### config.mk
export PLATFORM = sky130hd
export DESIGN_NAME = hazard_scoreboard_unit
export DESIGN_NICKNAME = d
export VERILOG_FILES = /design/src/rtl/hazard_scoreboard_unit.sv
export SDC_FILE = /design/constraint.sdc
export NUM_CORES = 1
export LEC_CHECK = 0
export CAP_MARGIN = 20
export CORE_ASPECT_RATIO = 0.9
export CORE_MARGIN = 2
export CORE_UTILIZATION = 30
export DETAILED_ROUTE_END_ITERATION = 10
export DONT_BUFFER_PORTS = 1
export PLACE_DENSITY = 0.57
export SLEW_MARGIN = 30
export SYNTH_ARGS = -nofsm -noshare
export SYNTH_HDL_FRONTEND = slang
export SYNTH_SLANG_ARGS = --single-unit
### constraint.sdc
create_clock -name clk -period 2 [get_ports clk]
set_input_delay 0.6 -clock clk [delete_from_list [all_inputs] [get_ports clk]]
set_output_delay 0.6 -clock clk [all_outputs]
set_load 0.005 [all_outputs]
### src/rtl/hazard_scoreboard_unit.sv
// ID-stage hazard detector: tracks in-flight destination registers for STAGES
// post-ID slots and produces a stall flag plus per-operand forwarding selects.
module hazard_scoreboard_unit #(
  parameter int REG_ADDR_W = 4,
  parameter int STAGES     = 2,
  parameter int FORWARD_EN = 0,
  parameter int CNT_W      = 16,
  localparam int SEL_W     = $clog2(STAGES + 1)
) (
  input  logic                  clk,
  input  logic                  rst,
  input  logic                  id_valid,
  input  logic                  id_wb_en,
  input  logic [REG_ADDR_W-1:0] id_dest,
  input  logic                  id_mem_read,
  input  logic [REG_ADDR_W-1:0] rn,
  input  logic [REG_ADDR_W-1:0] src_2,
  input  logic                  two_src,
  input  logic                  flush,
  input  logic                  freeze,
  output logic                  hazard_detected_signal,
  output logic [SEL_W-1:0]      fwd_sel_a,
  output logic [SEL_W-1:0]      fwd_sel_b,
  output logic [CNT_W-1:0]      stall_count
);

  logic [STAGES-1:0]     r_valid;
  logic [STAGES-1:0]     r_wb_en;
  logic [STAGES-1:0]     r_load;
  logic [REG_ADDR_W-1:0] r_dest [STAGES];
  logic [CNT_W-1:0]      r_cnt;

  logic [STAGES-1:0] w_match_a;
  logic [STAGES-1:0] w_match_b;
  logic [SEL_W-1:0]  w_sel_a;
  logic [SEL_W-1:0]  w_sel_b;
  logic              w_any_match;
  logic              w_load_use;
  logic              w_hazard;
  logic              w_fwd_on;
  logic              w_admit;

  genvar gi;
  generate
    for (gi = 0; gi < STAGES; gi++) begin : g_match
      assign w_match_a[gi] = id_valid & r_valid[gi] & r_wb_en[gi]
                             & (r_dest[gi] == rn);
      assign w_match_b[gi] = id_valid & two_src & r_valid[gi] & r_wb_en[gi]
                             & (r_dest[gi] == src_2);
    end
  endgenerate

  // Scan oldest to youngest so the lowest matching index is the one that sticks.
  always_comb begin
    w_sel_a = '0;
    w_sel_b = '0;
    for (int i = STAGES - 1; i >= 0; i--) begin
      if (w_match_a[i]) w_sel_a = SEL_W'(i + 1);
      if (w_match_b[i]) w_sel_b = SEL_W'(i + 1);
    end
  end

  assign w_any_match = (|w_match_a) | (|w_match_b);
  // Slot 0 is always the youngest, so a slot-0 match is the winning match.
  assign w_load_use  = r_load[0] & (w_match_a[0] | w_match_b[0]);
  assign w_hazard    = (FORWARD_EN != 0) ? w_load_use : w_any_match;
  assign w_fwd_on    = (FORWARD_EN != 0) & ~w_hazard;
  assign w_admit     = id_valid & ~w_hazard & ~flush;

  always_ff @(posedge clk) begin
    if (rst) begin
      r_valid <= '0;
      r_wb_en <= '0;
      r_load  <= '0;
      r_cnt   <= '0;
    end else if (!freeze) begin
      for (int i = STAGES - 1; i >= 1; i--) begin
        r_valid[i] <= r_valid[i-1];
        r_wb_en[i] <= r_wb_en[i-1];
        r_load[i]  <= r_load[i-1];
        r_dest[i]  <= r_dest[i-1];
      end
      r_valid[0] <= w_admit;
      r_wb_en[0] <= id_wb_en;
      r_load[0]  <= id_mem_read;
      r_dest[0]  <= id_dest;
      if (w_hazard && (r_cnt != {CNT_W{1'b1}})) begin
        r_cnt <= r_cnt + 1'b1;
      end
    end
  end

  assign hazard_detected_signal = w_hazard;
  assign fwd_sel_a              = w_fwd_on ? w_sel_a : '0;
  assign fwd_sel_b              = w_fwd_on ? w_sel_b : '0;
  assign stall_count            = r_cnt;

endmodule

[Yosys cells after proc, flatten, opt, wreduce, memory -nomap -nowiden]
Memory sizes are Yosys's and may differ from the RTL's.
Index checks and enable logic that the tools add are counted.
Storage, ports and cells
  flip-flop bits (word level): 20
  bits in writable memories: 8
  bits of input ports: 20
  output and inout port bits: 21
  logic and storage cells: 36
  memories: 1
Cells by class
  add/subtract/negate cells: 1
  equal/unequal tests: 5
  mux-type cells: 3
  bitwise operators: 19
  reductions and logical operators: 4
Memory list
  r_dest: depth 2, width 4, read ports 2, clocked after Yosys merged registers in 0, wr ports 2, RTL line 30  | logic [REG_ADDR_W-1:0] r_dest [STAGES];
Operators with widths (number)
  16-bit by 1-bit adder with 16-bit output, second input constant: 1
  4-bit equality test: 4
  16-bit inequality test, second input constant: 1
  1-bit bitwise AND: 15
  2-bit OR reduction: 2
  1-bit two-way mux: 3
  1-bit inverter: 3
  2-bit AND reduction: 1
  1-bit logical AND: 1
  1-bit OR: 1

[Logic depth before layout (Yosys ltp)]
Gate-level depths: netlist of the first run.
  depth in word-level cells: 9
  gate-level depth with buffers: 8
  depth with buffers taken out: 6

[Worst setup path after synthesis of the first run]
Ideal clock, no wire load.
  path type: input to register
  start point: input rn[3]
  end point: register r_cnt[6], in the netlist stall_count[6]
  library setup time: 132 ps
  arrival time: 1838 ps
  required time: 1868 ps
  setup slack: 30 ps
  cell stages on the path: 8
  path buffers: 2
  cells stage by stage: xor2_1 -> nor4_2 -> o2bb2ai_2 -> o21ai_2 -> buf_6 -> buf_4 -> o31ai_1 -> a21oi_1
On the way
  longest elaborated chain between the ends: 6
Ends and longest elaborated chain
  from (decl): RTL line 16  | input logic [REG_ADDR_W-1:0] rn,
  4-bit equality test: RTL line 47  | & (r_dest[gi] == rn);
  1-bit bitwise AND: RTL line 47
  2-bit OR reduction *: RTL line 63  | assign w_any_match = (|w_match_a) | (|w_match_b);
  1-bit OR *: RTL line 63
  1-bit logical AND *: RTL line 87  | if (w_hazard && (r_cnt != {CNT_W{1'b1}})) begin
  2-bit AND reduction (no line) *
  to (signal assigned): RTL line 88  | r_cnt <= r_cnt + 1'b1;
  to (decl): RTL line 31  | logic [CNT_W-1:0] r_cnt;
Every way passes the cells marked *; elsewhere a longest branch is shown, timed or not.
A chain may end at the register's enable or synchronous reset.

==> results of run 1 <==
## cells in the mapped netlist
master,number
sky130_fd_sc_hd__or3_1,6
sky130_fd_sc_hd__mux2_2,1
sky130_fd_sc_hd__o21ai_2,1
sky130_fd_sc_hd__dfxtp_1,20
sky130_fd_sc_hd__xor2_1,9
sky130_fd_sc_hd__or4b_1,1
sky130_fd_sc_hd__nor4_1,1
sky130_fd_sc_hd__o2bb2ai_1,1
sky130_fd_sc_hd__nor2_1,8
sky130_fd_sc_hd__and3_1,3
sky130_fd_sc_hd__xnor2_1,8
sky130_fd_sc_hd__a21oi_1,13
sky130_fd_sc_hd__buf_4,5
sky130_fd_sc_hd__nor4_2,1
sky130_fd_sc_hd__buf_6,1
sky130_fd_sc_hd__ha_1,1
sky130_fd_sc_hd__inv_1,1
sky130_fd_sc_hd__o21ai_0,7
sky130_fd_sc_hd__o31ai_1,6
sky130_fd_sc_hd__and3_4,1
sky130_fd_sc_hd__conb_1,1
sky130_fd_sc_hd__or4_1,7
sky130_fd_sc_hd__nor3_1,1
sky130_fd_sc_hd__edfxtp_1,8
sky130_fd_sc_hd__nand2_1,8
sky130_fd_sc_hd__mux2i_1,4
sky130_fd_sc_hd__o2bb2ai_2,1
sky130_fd_sc_hd__clkbuf_1,3
sky130_fd_sc_hd__or2_1,1
sky130_fd_sc_hd__nand4_1,5
sky130_fd_sc_hd__and4_1,1
sky130_fd_sc_hd__a31oi_2,1
sky130_fd_sc_hd__nor2b_1,2
sky130_fd_sc_hd__nand3_1,8
## critical path, delay by kind of cell, from the launching register on
kind	cells	cell delay, ns
simple gates	2	0.51
compound gates	1	0.18
xor+xnor	1	0.19
flops	1	0.42
## registers in the layout, summed over array words and instances (netlist names)
| name | flops |
|---|---|
| stall_count | 16 |
| r_dest | 8 |
| r_valid | 2 |
| r_wb_en | 2 |
## through the flow
stage / instances / total power [mW] / cell area (µm²) / hold slack [ns] / worst slack [ns]
after floorplan: 149 / 0.6678 / 1435 / 0.4490 / 0.03006
after global placement: 224 / 0.6655 / 1618 / 0.4536 / -0.2326
after detailed placement: 224 / 0.6680 / 1618 / 0.4549 / -0.3490
after CTS: 230 / 1.117 / 1719 / 0.3730 / -0.1815
after global routing: 231 / 1.151 / 1742 / 0.3532 / -0.2892
final: 231 / 1.106 / 1742 / 0.3762 / -0.1727
## final timing paths
path,start,to,slack (ns),cells after the start
worst min-delay path,rst,stall_count[5],0.38,1
worst max-delay path,r_dest[0][2],hazard_detected_signal,-0.17,4
worst min register to register,r_valid[0],r_valid[0],0.47,2
worst max register to register,r_dest[0][2],stall_count[12],-0.03,7
## cell usage in the layout (no fill, tap or decap), types with 7 or more instances in the layout
cell type,synthesis,layout
sky130_fd_sc_hd__buf_4,5,25
sky130_fd_sc_hd__dfxtp_1,20,20
sky130_fd_sc_hd__a21oi_1,13,11
sky130_fd_sc_hd__xor2_1,9,9
sky130_fd_sc_hd__xnor2_1,8,8
sky130_fd_sc_hd__nand3_1,8,8
sky130_fd_sc_hd__nor2_1,8,8
sky130_fd_sc_hd__nand2_1,8,8
sky130_fd_sc_hd__edfxtp_1,8,8
sky130_fd_sc_hd__o21ai_0,7,7
sky130_fd_sc_hd__or4_1,7,7
## power groups by stage
stage               Combinational, mW  Clock (mW)  Sequential (mW)
CTS                            0.0577       0.455            0.604
finish                         0.0601       0.442            0.603
global route                   0.0666       0.479            0.605
detailed placement             0.0499           0            0.618
global placement               0.0477           0            0.618
floorplan                      0.0513           0            0.616
## per-layer routing
| metal | wire (µm) | GRT usage, % | vias up | share of wire [%] |
|---|---|---|---|---|
| li1 | - | - | 577 | - |
| met1 | 1404 | 15.35 | 569 | 43 |
| met2 | 1555 | 20.65 | 41 | 48 |
| met3 | 263 | 5.078 | 5 | 8.1 |
| met4 | 24 | 2.424 | 0 | 0.74 |
| met5 | 0 | 0 | - | 0 |
## timing repair
item	4_1_cts	5_1_grt
hold buffers	0	0
pin swaps	2	1
resized for setup	3	3
setup buffers	2	1
endpoints found under the setup margin	17	16
## kinds of logic after synthesis
kind of cell,Yosys count,share of synthesized area (%)
other,1,0.2634
muxes,5,3.603
DFF,28,44.99
xor gates and xnor gates,17,10.46
adders and majority gates,1,0.8786
buffers and inverters,10,4.481
AOI/OAI and AO/OA,30,13.36
and+or+nand+nor,54,21.97
## cell type report
cell class | instances | share of cell area [%]
Multi-Input combinational cell | 111 | 43.68
Timing Repair Buffer | 25 | 10.78
Inverter | 1 | 0.2155
Tap cell | 62 | 4.454
Clock buffer | 3 | 2.371
Clock inverter | 1 | 1.724
Sequential cell | 28 | 36.78
==> run summary, run 1 <==
Entering global routing, the biggest net connects 24 pins. Final hold violation count: 0. Global routing used 12.46% of the available tracks across all layers. Setup repair after global routing could not meet its margin everywhere. In the final routed layout, each cell accounts on average for 14.06 µm. The tools report the DRC violations left as 0.

sky130_fd_sc_hd__dfxtp_1 takes more of the synthesized area than any other cell. The floorplan step defined a core boundary enclosing 4518 µm². Max-slew violation count: 0.

Along the worst path, the maximum fanout reaches 3. Clock latency on the worst-skew pair, taken at its later pin, is 0.27 ns. The number of different library cells used by synthesis comes to 34. VDD sags by at most 467.1 µV.

After detailed routing, the number of vias per cell comes to 5.160. In the final layout, the multi-input gates occupy 760.7 µm². The count of H-tree levels built during CTS was 1; the final worst-path cycle share was 108.6%. After clock tree synthesis, the clock-pin slew on the worst setup and hold paths is 0.09 ns. Summed over all cells, the static leakage comes to 0.6117 nW. The die boundary width came out at 76.62 µm. In this design, the stage delay of the slowest critical-path cell is 0.42 ns.

In this run switching power makes up 18.85% of total power. The tools report the final worst slack as -0.1727 ns. In this run the deepest clock path goes through 2 buffers.

By startpoint and endpoint, the worst setup path is classified as reg2out. The tools report the placed wire-length estimate as 2.409 mm. Counting the fill cells in the layout gives 466.

In this run, flip-flops and latches consume 54.5% of the power. The number of register bits inferred by synthesis was 28. After synthesis, the cell types taking the most area are sky130_fd_sc_hd__dfxtp_1 28%, sky130_fd_sc_hd__edfxtp_1 17%, sky130_fd_sc_hd__xor2_1 5.5%.

Internal power of the cells: 0.8974 mW. The tools report the setup TNS after final layout as -0.2612 ns. Of the cells placed in the final design, the portion with a size suffix greater than 1 is 23.67%. Dividing total power by cell area gives a power density of 634.9 nW/µm². TritonCTS built the clock tree.

The fraction of power consumed by the clock network came out at 40.0%. The kind of end point of the critical path is an output port. Among all stages on the critical path, the largest delay is contributed by sky130_fd_sc_hd__edfxtp_1. A synthesized cell averages 9.753 µm². Combinational logic burns 5.4% of the power. For the final weighted congestion in routability-driven placement, the log shows 0.7762. At the end of the flow the core is filled with cells to 38.55%. Kind of start point of the critical path: a register. The number of top-level pins is 41, and the final wirelength is 3.247 mm. The run gives 6 as the setup violation total in the final timing report. The area growth from synthesis to layout is 22.32%, and the final clock skew is 0.001097 ns. In this run the biggest area consumer among cell types represents 28.12% of the synthesized area. The detail route stage leaves a number of antenna-violating nets equal to 0. Data on the critical path is required at its endpoint by 1.40 ns. Measured along the y axis, the die boundary spans 69.36 µm. The final period demand of the worst path works out to 2.173 ns. The tree is rooted in a sky130_fd_sc_hd__clkbuf_8. The tools report the initial antenna violation count as 0.

The count of warnings emitted by yosys was 0; the count of buffers from port buffering was 0. For the number of search-and-repair iterations in the first detailed-routing pass, the log shows 4. The part of the Yosys area used for sequential elements is 44.99%. The synthesized netlist occupies a cell area of 1424 µm². The run finished, with violations left. The path class of the tightest hold or removal check is in2reg.

The routed layout has 1192 vias. The critical path goes through xor2_1 > nor4_2 > o2bb2ai_2 > or2_4. Via count of the first global-routing pass: 1157. Total global routing overflow: 0.

The tool flagged a number of max-cap violations equal to 0. The tools report the number of sinks driven by the clock tree as 28. Once the floorplan was initialized, standard cells occupied 31.51% of the core. For the register area, the log shows 640.6 µm². The tools report the die footprint as 5314 µm². The checks that failed: negative setup slack.

The count of inserted antenna diode cells is 0. For the worst setup path, the data arrival time is 1.57 ns. Clock tree synthesis inserted a total of 3 buffers. In the final design database the tool counted 191 nets. In this run the power spent charging and discharging nets is 0.2084 mW. The cell count after synthesis came out at 146. After the first detailed-routing iteration, the DRC count stood at 55. Based on the critical path, the design can be clocked at up to 460.3 MHz. The initialized floorplan defines 23 standard-cell rows. The first global-routing pass estimated 5.416 mm of wire.
Note: power is estimated with default switching activity, not from simulation.
==> inputs of run 2 (changes only) <==
- SLEW_MARGIN: 30 -> not set
==> results of run 2 <==
Final layout, timing and power as in run 1 (identical DEF).
==> inputs of run 3 (changes only) <==
==> constraint.sdc (replaced) <==
create_clock -name clk -period 2 [get_ports clk]
set_input_delay 0.4 -clock clk [delete_from_list [all_inputs] [get_ports clk]]
set_output_delay 0.4 -clock clk [all_outputs]
set_load 0.005 [all_outputs]
==> run 3 against run 2 <==
  * The run still ends with negative setup slack left
  * Power shrank 12%
  * Largest cell class unchanged
  * Non-clock buffer count shrank 4
  * Cell area shrank 2.2%
  * Clock power shrank 29%
  * Maximum frequency grew 7.4%
  * Clock-buffer cell count grew 1
  * Clock skew grew 0.0054 ns
  * Final cell count shrank 1.7%
  * Largest power group unchanged
  * Via count shrank 3.9%
  * Critical path type is now reg2reg
  * Wire length shrank 1.2%
  * Sequential power is essentially flat
==> run summary, run 3 (same netlist as run 1, synthesis figures left out) <==
The global-route track usage on met2 came out at 19.37% (-1.3 points). Setup repair after global routing could not meet its margin everywhere. The final worst-path cycle share works out to 101.2% (-7.5 points). The flop-to-flop setup slack was -0.02 ns (about the same).

The count of vias placed by the detailed router is 1145 (-3.9%). The run gives 5314 µm² (unchanged) as the die footprint. The run gives 494.2 MHz (+7.4%) as the achievable clock frequency.

The data arrival at the endpoint of the critical path is 2.23 ns (+0.66 ns), and the flip-flop count of the largest register after layout is 16 (unchanged). The maximum number of pins on one net before global-route repair is 27 (+13%), and the via count of the first global-routing pass is 1105 (-4.5%). The logs give 0 (unchanged) for the total global routing overflow and 469 (+0.64%) for the filler cell count in the final layout.

The area growth from synthesis to layout is 19.68%. The global-route wire length before repair is 5.306 mm (-2.0%), and the number of top-level pins is 41 (unchanged). The via density per instance came out at 5.044 (-2.3%).

The clock transition at the registers of the reported paths is 0.10 ns (about the same), and the DRC violations left is 0 (unchanged). For the placed wire-length estimate, the log shows 2.385 mm (-0.96%). Walking the worst path, the cells encountered are xor2_1 > nor4_2 > o2bb2ai_2 > o21ai_2 > buf_12 > or4_1 > a21oi_1.

The global router's overall resource usage came out at 12.18% (-0.28 points). The count of H-tree levels built during CTS was 1 (unchanged). The count of inserted antenna diode cells was 0 (unchanged). The final wirelength came out at 3.209 mm (-1.2%).

The checks that failed: negative setup slack. The run gives 0.7860 (+1.3%) as the final weighted congestion in routability-driven placement. Placement row count: 23 (unchanged).

In this run the most used layer during global routing was met2. The fraction of layout cells with a size suffix above 1 came out at 23.03% (-0.64 points). Largest buffer count on any clock path: 2 (unchanged).

The largest individual stage delay along the critical path comes from the cell sky130_fd_sc_hd__or4_1. The count of buffers from port buffering works out to 0 (unchanged). The setup TNS after final layout is -0.04476 ns (+0.2165 ns).

The TritonCTS buffer count was 3 (unchanged); the number of cell instances on the worst register-to-register path was 7 (unchanged). The leakage dissipation is 0.5913 nW (-3.3%). The count of non-filler cells in the finished layout was 227 (-1.7%).

The final clock skew was 0.006477 ns (+0.005380 ns). The total number of nets in the final design was 187 (-2.1%). STA classifies the critical path endpoint as a register. The capture point of the critical path is stall_count[13].

Start point of the critical path: r_dest[0][2]. In this run the clock root is driven by a sky130_fd_sc_hd__clkbuf_8. The run finished, with violations left.

The area of the core is 4518 µm² (unchanged), and the top fanout value on the critical path is 26 (+23). The critical path buffer and inverter count is 1 (+1). The critical path's largest stage delay was 0.47 ns (+0.05 ns). The tools report the met1 global-route usage as 15.91% (+0.56 points). The run gives 0.27 ns (about the same) as the clock insertion delay at the later pin of the skew report.

The initial antenna violation count is 0 (unchanged), and the die boundary width is 76.62 µm (unchanged). The final period demand of the worst path is 2.024 ns (-0.1491 ns). TritonCTS built the clock tree. The logs give 0 (unchanged) for the max-slew violation count and 0 (unchanged) for the number of max-capacitance violations reported. The vertical die dimension was 69.36 µm (unchanged); the final worst slack was -0.02363 ns (+0.1491 ns). The cell family contributing the most delay on the critical path is simple AND/OR/NAND/NOR gates. The tools report the post-route antenna net violation count as 0 (unchanged).

The type of the worst min-delay path is in2reg. The setup violation total in the final timing report was 4 (-2); the placed cell count was 222 (-0.89%). The worst pin sits at a relative slew slack of 57.61%. The tools report the peak supply drop as 299.0 µV (-36%). In this run the critical register-to-register path is launched from r_dest[0][2]. The run gives 31.51% (unchanged) as the effective utilization at floorplan. The power density over the cells is 570.4 nW/µm² (-10%). The library cells used most frequently in the layout, excluding fill and tap cells, are 20 x sky130_fd_sc_hd__buf_4, 20 x sky130_fd_sc_hd__dfxtp_1, 10 x sky130_fd_sc_hd__a21oi_1, 9 x sky130_fd_sc_hd__xor2_1. The critical path class is reg2reg.

The number of search-and-repair iterations in the first detailed-routing pass was 4 (unchanged); the number of sinks driven by the clock tree was 28 (unchanged). The capture instance of the worst register-to-register path was stall_count[13]. The total stage count of the critical path was 7 (+3); the routed length per instance was 14.14 µm (+0.57%). For the pin with the worst max-slew slack, the measured transition is 0.6335 ns. Met3 demand-to-capacity share in global routing: 3.776% (-1.3 points). For the worst-case setup slack after placement, the log shows -0.04272 ns (+0.3063 ns). The logs give 39 (-29%) for the starting DRC count in detailed routing and 0.9721 mW (-12%) for the sum of internal, switching and leakage power. The tools report the kind of start point of the critical path as a register. For the required arrival time at the worst endpoint, the log shows 2.21 ns (+0.81 ns).

The final hold violation count came out at 0 (unchanged).
[run 3: cell type report]
type | count | area [µm²] | area share, %
tap | 62 | 77.57 | 4.552
inverter | 1 | 3.754 | 0.2203
timing repair buffer | 21 | 170.2 | 9.985
clock buffer | 4 | 45.04 | 2.643
multi-input combinational | 111 | 767.0 | 45.01
sequential | 28 | 640.6 | 37.59
[run 3: what timing repair did]
action                     4_1_cts  5_1_grt
hold buffers                     0        0
pin swaps                        7        9
setup endpoints to repair        6       15
gates resized for setup          2        6
setup buffers                    1        0
[run 3: report_power, final]
group,switching (mW),internal (mW)
Sequential,0.00837,0.596
Combinational,0.0244,0.0306
Clock,0.170,0.143
[run 3: stage by stage]
step                      instance area, µm²  hold WS, ns  util, %
after global routing                    1704       0.1588    37.72
after global placement                  1615       0.4536    35.75
final                                   1704       0.1757    37.72
after floorplan                         1435       0.4490        -
after CTS                               1680       0.1778    37.19
after detailed placement                1615       0.4678    35.75
[run 3: worst min path at each step]
stage                           from              to  slack, ns  cells after the start
after floorplan           r_valid[0]      r_valid[0]       0.45                      2
after global placement    r_valid[0]      r_valid[0]       0.45                      2
after detailed placement  r_valid[0]      r_valid[0]       0.47                      2
after CTS                        rst  stall_count[4]       0.18                      1
after global routing             rst  stall_count[5]       0.16                      1
final                            rst  stall_count[5]       0.18                      1
[run 3: layer usage]
| metal | up-vias | part of all wire, % |
|---|---|---|
| li1 | 571 | - |
| met1 | 533 | 45 |
| met4 | 0 | 0.81 |
| met3 | 4 | 7.6 |
| met5 | - | 0 |
| met2 | 37 | 47 |
